## config.mk

```make
export PLATFORM = sky130hd
export DESIGN_NAME = nibble_sum_ref
export DESIGN_NICKNAME = d
export VERILOG_FILES = /design/src/rtl/tt_um_nibble_adder_checker_nibble_sum_ref.sv
export SDC_FILE = /design/constraint.sdc
export NUM_CORES = 1
export LEC_CHECK = 0
export CORE_AREA = 2 2 39 41
export DETAILED_ROUTE_END_ITERATION = 6
export DIE_AREA = 0 0 41 43
export SLEW_MARGIN = 20
export SYNTH_ARGS = -nofsm -noshare
export SYNTH_HDL_FRONTEND = slang
export SYNTH_SLANG_ARGS = --single-unit
export TNS_END_PERCENT = 30
```

## constraint.sdc

```tcl
create_clock -name vclk -period 1.24
set_input_delay 0.248 -clock vclk [all_inputs]
set_output_delay 0.248 -clock vclk [all_outputs]
set_load 0.05 [all_outputs]
```

## src/rtl/tt_um_nibble_adder_checker_nibble_sum_ref.sv

```systemverilog
// Combinational golden adder: the full 5-bit sum of two nibbles,
// used as the expected value for every returned sum.
module nibble_sum_ref (
    input  logic [3:0] a_i,
    input  logic [3:0] b_i,
    output logic [4:0] sum_o
);

    assign sum_o = {1'b0, a_i} + {1'b0, b_i};

endmodule

```

### Word-level counts from Yosys, hierarchy flattened

Index checks and enable logic that the tools add are counted.

* register bits after elaboration: 0
* bits of input ports: 8
* output and inout port bits: 5
* word-level logic and storage cells: 1

* add/sub/neg operators: 1

Operators by type and width (count)
* 4-bit by 4-bit adder with 5-bit output: 1

### Logic depth before layout (Yosys ltp)

* depth after elaboration: 1
* gate-level depth with buffers: 6
* mapped depth without buffers: 6

### Least setup slack after synthesis

OpenSTA, ideal clock, no wires.

* path type: input port to output port
* from: in a_i[0]
* to: out sum_o[2]
* data arrival time: 1.662 ns
* data required time: 0.992 ns
* path slack: -0.670 ns
* cell stages on the path: 4
* path buffers: 0
* cell sequence: ha_1 inv_1 fa_1 xnor2_1

* cells in the longest elaborated chain, start to end: 1

Ends and longest elaborated chain
* from (decl): RTL line 4 `input logic [3:0] a_i,`
* 4-bit by 4-bit adder with 5-bit output: RTL line 9 `assign sum_o = {1'b0, a_i} + {1'b0, b_i};`
* to (decl): RTL line 6 `output logic [4:0] sum_o`

No other way between the ends.

### Worst setup path after layout

* from: in b_i[0]
* to: out sum_o[2]

* cells in the longest elaborated chain, start to end: 1

Ends and longest elaborated chain
* from (decl): RTL line 5 `input logic [3:0] b_i,`
* 4-bit by 4-bit adder with 5-bit output: RTL line 9

No other way between the ends.

==> impl_metrics.json <==
{
  "initialDrtViolationCount": 0,
  "ios": 13,
  "drive_gt1_frac": 0.844,
  "hpwl_um": 422,
  "antenna_left": 0,
  "holdWs_ns": 0.833,
  "synth_cell_types": 9,
  "crit_arrival_ns": 1.29,
  "setup_viol": 4,
  "min_period_ns": 1.54,
  "firstDrtPassIters": 1,
  "overflow": 0,
  "synth_top_area_frac": 0.367,
  "dieWidth_um": 41,
  "outcome": "finished with violations",
  "synth_nets": 29,
  "yosysSeqAreaShare": 0,
  "powerDensity_nw_per_um2": 789,
  "rows": 14,
  "n_antenna_cell": 0,
  "worstMarginPinSlew_ns": 0.179,
  "max_cap_violations": 0,
  "io_buffers": 13,
  "grt_first_pass_wirelength_um": 869,
  "slew_headroom": 0.881,
  "vias_per_cell": 3.85,
  "syn_inst": 16,
  "wl_um": 538,
  "slew_viol_final": 0,
  "violations": "setup timing",
  "area_growth_pct": 247,
  "fmax_mhz": 649,
  "peakVddDrop_mv": 0.262,
  "design.seq.count": 0,
  "leakage_nw": 0.196,
  "tns_ns": -1.13,
  "cp-end-kind": "primary output",
  "synth_area_um2": 136,
  "nFillCells": 145,
  "crit_required_ns": 0.99,
  "holdPathStages": 3,
  "core-area_um2": 1380,
  "setup_ws_ns": -0.301,
  "rsz0062_at_grt": "true",
  "hold_viol": 0,
  "vias": 185,
  "syn_avg_cell_area_um2": 8.52,
  "start_util": 0.0986,
  "hold_buffers": 0,
  "power_w": 0.000373,
  "ff_latch_area_um2": 0,
  "path_max_fanout": 2,
  "grt_use_total": 0.0691,
  "yosysTopAreaCell": "ha_1",
  "avgRoutedWirePerCell_um": 11.2,
  "post-route-drc-count": 0,
  "die_h_um": 43,
  "hold_class": "in -> out",
  "start_kind": "input pin",
  "fin_nets": 47,
  "grt_pass1_vias": 219,
  "gp_congestion": 0.651,
  "clock_buffers": 0,
  "yosys_warnings": 0,
  "timing.final.crit_share": 1.24,
  "critPathKind": "in -> out",
  "grt_max_degree": 4,
  "finish.utilization": 0.342,
  "die-area_um2": 1760,
  "antenna_found_initial": 0,
  "synthTopCellsByArea": "ha_1 37%, fa_1 15%, xnor2_1 13%, inv_1 11%, a21oi_2 6.4%"
}
## path summary, 6_finish.rpt
check,start,end,slack [ns]
max,b_i[0],sum_o[2],-0.30
min,a_i[0],sum_o[0],0.83
## cells in the mapped netlist
cell type  n
a21o_1     1
xnor2_1    2
a21oi_2    1
nand2b_1   1
nor2b_1    1
inv_1      4
o21ai_0    1
ha_1       4
fa_1       1
## per-layer routing
| layer | wire, um | vias to the layer above | share of wire | global-route usage |
|---|---|---|---|---|
| li1 | - | 84 | - | - |
| met1 | 202 | 84 | 0.38 | 0.0796 |
| met2 | 255 | 15 | 0.47 | 0.125 |
| met3 | 65 | 2 | 0.12 | 0.00524 |
| met4 | 14 | 0 | 0.026 | 0.0200 |
| met5 | 0 | - | 0 | 0 |
## placed cells by master, fill, tap and decap left out
cell type and instances:
clkdlybuf4s15_2 1, fa_2 1, a21oi_4 1, a21o_1 1, buf_8 1, clkinvlp_4 1, nor2b_2 1, nand2b_4 1
inv_1 1, buf_2 2, xnor2_4 2, buf_12 5, clkdlybuf4s15_1 1, inv_2 2, buf_4 2, o21ai_2 1
dlygate4sd2_1 2, ha_4 4, buf_6 2
## what timing repair did
| action | 4_1_cts | 5_1_grt |
|---|---|---|
| setup endpoints to repair | 5 | 4 |
| buffers inserted | 1 | 0 |
| endpoints found under the hold margin | 0 | 0 |
| pin swaps | 10 | 1 |
| resized for setup | 33 | 1 |
## logic make-up after synthesis
logic type	synth area share
AOI/OAI and AO/OA	0.156
buffers and inverters	0.110
xor gates and xnor gates	0.128
and+or+nand+nor	0.0918
adders and majority gates	0.514
## layout make-up
| class | instances | area (um2) | area share |
|---|---|---|---|
| multi-input cells | 12 | 233 | 0.492 |
| inverters | 4 | 18.8 | 0.0397 |
| well taps | 16 | 20.0 | 0.0423 |
| repair buffers | 16 | 201 | 0.426 |
## stage by stage
step           setup WS, ns  instance area [um2]  cells
2_1_floorplan        -0.202                  204     16
3_3_place_gp         -0.792                  419     47
6_report             -0.301                  473     48
5_1_grt              -0.327                  473     48
3_5_place_dp         -0.805                  419     47
4_1_cts              -0.305                  473     48
## worst max-delay path, cell delays in order
cell and delay [ns]:
buf_8 0.07, ha_4 0.13, inv_2 0.03, fa_2 0.35
buf_6 0.14, xnor2_4 0.17, buf_12 0.15
## where the power goes
part,internal (W),switching (W),leakage [nW]
logic,0.000197,0.000176,0.196
registers,0,0,0
clock network,0,0,0
total,0.000197,0.000176,0.196
Note: power is estimated with default switching activity, not from simulation.
